File: config.mk
export PLATFORM = sky130hd
export DESIGN_NAME = pipe_ctrl
export DESIGN_NICKNAME = d
export VERILOG_FILES = /design/src/rtl/pipe_ctrl.sv
export SDC_FILE = /design/constraint.sdc
export NUM_CORES = 1
export LEC_CHECK = 0
export CORE_MARGIN = 2
export CORE_UTILIZATION = 45
export DETAILED_ROUTE_END_ITERATION = 12
export PLACE_DENSITY = 0.79
export SYNTH_ARGS = -nofsm -noshare
export SYNTH_HDL_FRONTEND = slang
export SYNTH_SLANG_ARGS = --single-unit
File: constraint.sdc
create_clock -name clk -period 6 [get_ports clk]
set_input_delay 0.9 -clock clk [delete_from_list [all_inputs] [get_ports clk]]
set_output_delay 0.9 -clock clk [all_outputs]
set_load 0.02 [all_outputs]
File: src/rtl/pipe_ctrl.sv
// Pipeline control: stall vector, one-cycle flush/redirect,
// stall-cycle counter and stuck-stall watchdog.
module pipe_ctrl #(
  parameter int STALL_TIMEOUT = 1024,
  parameter int CNT_W         = 32
) (
  input  logic             clk,
  input  logic             rst,
  input  logic             stallreq_if,
  input  logic             stallreq_id,
  input  logic             stallreq_ex,
  input  logic             stallreq_mem,
  input  logic             flush_req,
  input  logic [31:0]      flush_pc,
  output logic [5:0]       stall,
  output logic             flush,
  output logic [31:0]      new_pc,
  output logic [CNT_W-1:0] stall_cycles,
  output logic             stall_timeout
);

  localparam int WD_W = $clog2(STALL_TIMEOUT + 1);

  typedef enum logic {
    RUN,
    FLUSH
  } state_t;

  state_t          state;
  state_t          state_nx;
  logic [WD_W-1:0] wd_cnt;
  logic            stalled;

  always_ff @(posedge clk or posedge rst) begin
    if (rst) begin
      state <= RUN;
    end else begin
      state <= state_nx;
    end
  end

  always_comb begin
    state_nx = state;
    stall    = 6'b000000;
    flush    = 1'b0;
    unique case (state)
      RUN: begin
        if (stallreq_mem) begin
          stall = 6'b011111;
        end else if (stallreq_ex) begin
          stall = 6'b001111;
        end else if (stallreq_id) begin
          stall = 6'b000111;
        end else if (stallreq_if) begin
          stall = 6'b000011;
        end
        if (flush_req) begin
          state_nx = FLUSH;
        end
      end
      FLUSH: begin
        flush    = 1'b1;
        state_nx = RUN;
      end
      default: state_nx = RUN;
    endcase
    // Hold-free while in reset even if requests are still up.
    if (rst) begin
      stall = 6'b000000;
    end
  end

  assign stalled = |stall;

  always_ff @(posedge clk or posedge rst) begin
    if (rst) begin
      new_pc <= 32'h0;
    end else if (state == RUN && flush_req) begin
      new_pc <= flush_pc;
    end
  end

  always_ff @(posedge clk or posedge rst) begin
    if (rst) begin
      stall_cycles <= '0;
    end else if (stalled) begin
      stall_cycles <= stall_cycles + CNT_W'(1);
    end
  end

  always_ff @(posedge clk or posedge rst) begin
    if (rst) begin
      wd_cnt <= '0;
    end else if (!stalled) begin
      wd_cnt <= '0;
    end else if (wd_cnt != WD_W'(STALL_TIMEOUT)) begin
      wd_cnt <= wd_cnt + WD_W'(1);
    end
  end

  always_ff @(posedge clk or posedge rst) begin
    if (rst) begin
      stall_timeout <= 1'b0;
    end else if (stalled && wd_cnt == WD_W'(STALL_TIMEOUT - 1)) begin
      stall_timeout <= 1'b1;
    end
  end

endmodule

; Yosys cells after proc, flatten, opt, wreduce, memory -nomap -nowiden
; Cells that the tools add are included.
[op_classes]
add_sub_neg = 2
eq_ne = 3
n_mux = 11
n_bitwise = 1
n_reduce_logical = 3
[ops]
columns = op, count
row1 = $add A32 B1 Y32 const B, 1
row2 = $mux W11, 2
row3 = $add A11 B1 Y11 const B, 1
row4 = $eq A11 B10 Y1 const B, 1
row5 = $ne A11 B11 Y1 const B, 1
row6 = $mux W5, 2
row7 = $mux W6, 1
row8 = $reduce_or A6 Y1, 1
row9 = $mux W4, 1
row10 = $mux W3, 1
row11 = $logic_and A1 B1 Y1, 2
row12 = $mux W1, 2
row13 = $mux W2, 1
row14 = $ne A2 B1 Y1 const B, 1
row15 = $pmux W1 S2, 1
row16 = $not A1 Y1, 1
[word_totals]
ff_bits = 77
in_bits = 39
output_inout_bits = 72
elab_cells = 25

; Depth between registers and ports, before layout
[depth]
word_depth = 8
depth_mapped = 7

; Worst setup path after synthesis
; Ideal clock, no wire load.
[synth_timing]
path_kind = input port to output port
start = input port stallreq_mem
end = output port stall[1]
t_arrival_ns = 1.999
setup_slack_ns = 3.101
stages = 4
cell_sequence = or4_4 -> nand2_1 -> inv_1 -> buf_4
[synth_between]
elab_chain_cells = 3
[synth_lines]
columns = item, line
row1 = "start, declared", 12  ; input logic stallreq_mem,
row2 = $mux W5, 48  ; if (stallreq_mem) begin
row3 = $mux W5, 46  ; unique case (state)
row4 = $mux W6, 68  ; if (rst) begin
row5 = "end, declared", 15  ; output logic [5:0] stall,
; Every way passes these cells.

; Worst setup path in the final report
; Same ends and word-level chain as after synthesis.

==> impl_metrics.csv <==
group,metric,value,unit
power,p_clk_frac,0.255,
power,p_switching,0.374,mW
setup_path,cp_common_cell,"clkdlybuf4s50_1",
synthesis,synth-compound-area-share,0.00382,
grt,grt_util_all_layers,0.182,
timing,rsz0062_at_grt,"false",
timing,fin_crit,4090,ps
clock_network,cts.sinks,77,
synthesis,synth.avg_cell_area,12.5,um2
grt,grt_use_met3,0.0637,
layout,diodes,0,
die,fp.dieArea,0.00798,mm2
synthesis,synth.area.top_cells,"dfrtp_1 59%, mux2_2 11%, xnor2_1 8.0%, xor2_1 2.7%, nand2_1 2.5%",
clock_network,clkLatencyLatePin,340,ps
place,dp_hpwl,5070,um
routing,vias,2375,
clock_network,cts_buffers,9,
grt,met1_usage,0.224,
timing,hold_viol,0,
power,p_leak,1.93,nW
timing,fin_worst_skew,12.0,ps
layout,seqCellArea,0.00193,mm2
routing,ant_nets,0,
timing,drv_slew,0,
routing,remaining_drc_errors,0,
synthesis,yosysTopAreaCell,"dfrtp_1",
place,portBuffers,109,
place,placed_cell_area,0.00445,mm2
power,p_per_area,274,mW/mm2
synthesis,synthSimpleGateAreaFrac,0.152,
power,p_sw_frac,0.297,
synthesis,yosys.area_share.adder,0.0115,
timing,finalCritPeriodShare,0.682,
die,rows,31,
die,initial_core_util,0.459,
grt,grt_util_met2,0.298,
synthesis,syn_nets,305,
power,internal-power,0.887,mW
clock_network,clock-root-buffer,"clkbuf_8",
run,max_cap_viol_count,0,
synthesis,post_synth_inst_count,263,
synthesis,async_flop_share,1.00,
status,outcome,"finished clean",
setup_path,critPathBufInv,3,
synthesis,ys_types,32,
setup_path,crit_type,"in2out",
grt,antenna_found_initial,0,
setup_path,cp.arrival,3190,ps
grt,grt_first_pass_wirelength,11000,um
clock_network,postCtsHoldBufs,0,
layout,fillCellCount,562,
timing,setup_viol,0,
clock_network,cts-resized-gates,0,
layout,syn_to_final_growth,40.4,%
setup_path,end_kind,"output port",
synthesis,synth_edf_count,0,
routing,drtIter0Drc,104,
hold_path,min_path_type,"reg2reg",
clock_network,cts_buffer_depth,2,
routing,wirelength,6920,um
timing,max-slew-margin-rel,0.368,
grt,grt_start_max_net_pins,59,
timing,worst_pin_slew,946,ps
synthesis,muxShareOfSynthArea,0.113,
place,gp_congestion,0.779,
clock_network,cts_tree,"yes",
setup_path,crit_chain,"clkdlybuf4s50_1, or4_4, nand2_1, inv_1, clkdlybuf4s50_1",
grt,grt_remaining_overflow,0,
synthesis,yosys_register_bits,77,
setup_path,crit_path_max_incr_delay,590,ps
clock_network,htreeDepth,3,
setup_path,worst_ep_required_time,5100,ps
grt,grt-busiest-layer,"met2",
clock_network,path_clk_slew,80,ps
synthesis,synth_top_family_by_area,"simple AND/OR/NAND/NOR gates",
synthesis,synth.most_common_cell,"dfrtp_1",
setup_path,crit_family,"buffers and inverters",
die,io_pins,111,
routing,routed_via_density,4.99,
timing,final.setup.tns,0,ps
routing,wl_per_cell,14.5,um
die,die_y,89.4,um
power,finalPower,1.26,mW
grt,first_global_vias,2329,
die,core_area,0.00714,mm2
setup_path,worstPathMaxFanout,17,
die,fp.dieW,89.4,um
synthesis,ys_seq_area_frac,0.588,
power,ir_worst_vdd,0.152,mV
layout,nets,416,
timing,hold_ws,470,ps
setup_path,crit_slowest_cell,"clkdlybuf4s50_1",
synthesis,syn_area,0.00328,mm2
synthesis,synth_flop_cell,"dfrtp_1",
synthesis,synth.top_cells.by_count,"77 x dfrtp_1, 33 x mux2_2, 30 x xnor2_1",
routing,first_pass_iters,4,
timing,fmax,244,MHz
setup_path,r2r_slack,4000,ps
power,seq_power_share,0.493,
setup_path,startpoint_type,"input pin",
synthesis,yosys_warnings,0,
layout,utilization,0.645,
synthesis,yosys.area.top_type_share,0.588,
layout,multiInputGateArea,0.00128,mm2
power,combPwrFrac,0.252,
layout,final_area,0.00460,mm2
synthesis,synth_xor_area_frac,0.107,
layout,layout-drive-gt1-share,0.149,
clock_network,post-cts-setup-buffers,0,
[power groups by stage]
stage | registers [mW] | clock network, mW | logic (mW)
after floorplan | 0.694 | 0 | 0.0892
after global placement | 0.629 | 0 | 0.315
after detailed placement | 0.633 | 0 | 0.321
after CTS | 0.623 | 0.332 | 0.322
after global routing | 0.632 | 0.355 | 0.338
final | 0.622 | 0.322 | 0.317
[sequential cells by signal (all words and copies together), names as in the netlist]
register / cells
stall_timeout: 1
state: 1
stall_cycles: 32
new_pc: 32
wd_cnt: 11
[final timing paths]
kind / depth (start not counted) / start / to
max: 5 / stallreq_mem / stall[1]
max reg2reg: 6 / state$_DFF_PP0_ / stall_cycles[6]$_DFFE_PP0P_
max in group asynchronous: 3 / rst / wd_cnt[2]$_DFFE_PP0P_
min in group asynchronous: 2 / rst / stall_cycles[7]$_DFFE_PP0P_
min reg2reg: 1 / stall_cycles[31]$_DFFE_PP0P_ / stall_cycles[31]$_DFFE_PP0P_
min: 1 / stall_cycles[31]$_DFFE_PP0P_ / stall_cycles[31]$_DFFE_PP0P_
[final cells by class]
cell class | instances | share of cell area
inverters | 5 | 0.00408
clock buffers | 9 | 0.0269
flip-flops and latches | 77 | 0.419
repair buffers | 110 | 0.239
well taps | 99 | 0.0269
clock inverters | 5 | 0.00653
multi-input cells | 171 | 0.278
[layout by cell type (no fill, tap or decap), types with 4 or more instances in the layout]
cell type,n
nor2_1,20
and4_1,4
nand3_1,15
nand4_1,7
clkdlybuf4s50_1,109
inv_1,4
mux2_2,33
and3_1,6
xor2_1,10
xnor2_1,30
nand2_1,22
clkbuf_8,9
dfrtp_1,77
[metal layers]
layer / wire [um] / vias to the layer above
met1: 2910 / 1173
met5: 0 / -
li1: - / 1106
met2: 3520 / 85
met4: 112 / 0
met3: 376 / 11
[stage by stage]
| stage | setup WS [ps] | cells |
|---|---|---|
| after floorplan | 3100 | 263 |
| after global placement | 1970 | 462 |
| after detailed placement | 1890 | 462 |
| after CTS | 1880 | 476 |
| after global routing | 1750 | 476 |
| final | 1910 | 476 |
[kinds of logic after synthesis]
group / after synthesis
muxes: 33
buffers and inverters: 15
adders and majority gates: 3
xor gates and xnor gates: 40
AOI/OAI and AO/OA: 2
other: 1
DFF: 77
and+or+nand+nor: 92
Note: power is estimated with default switching activity, not from simulation.
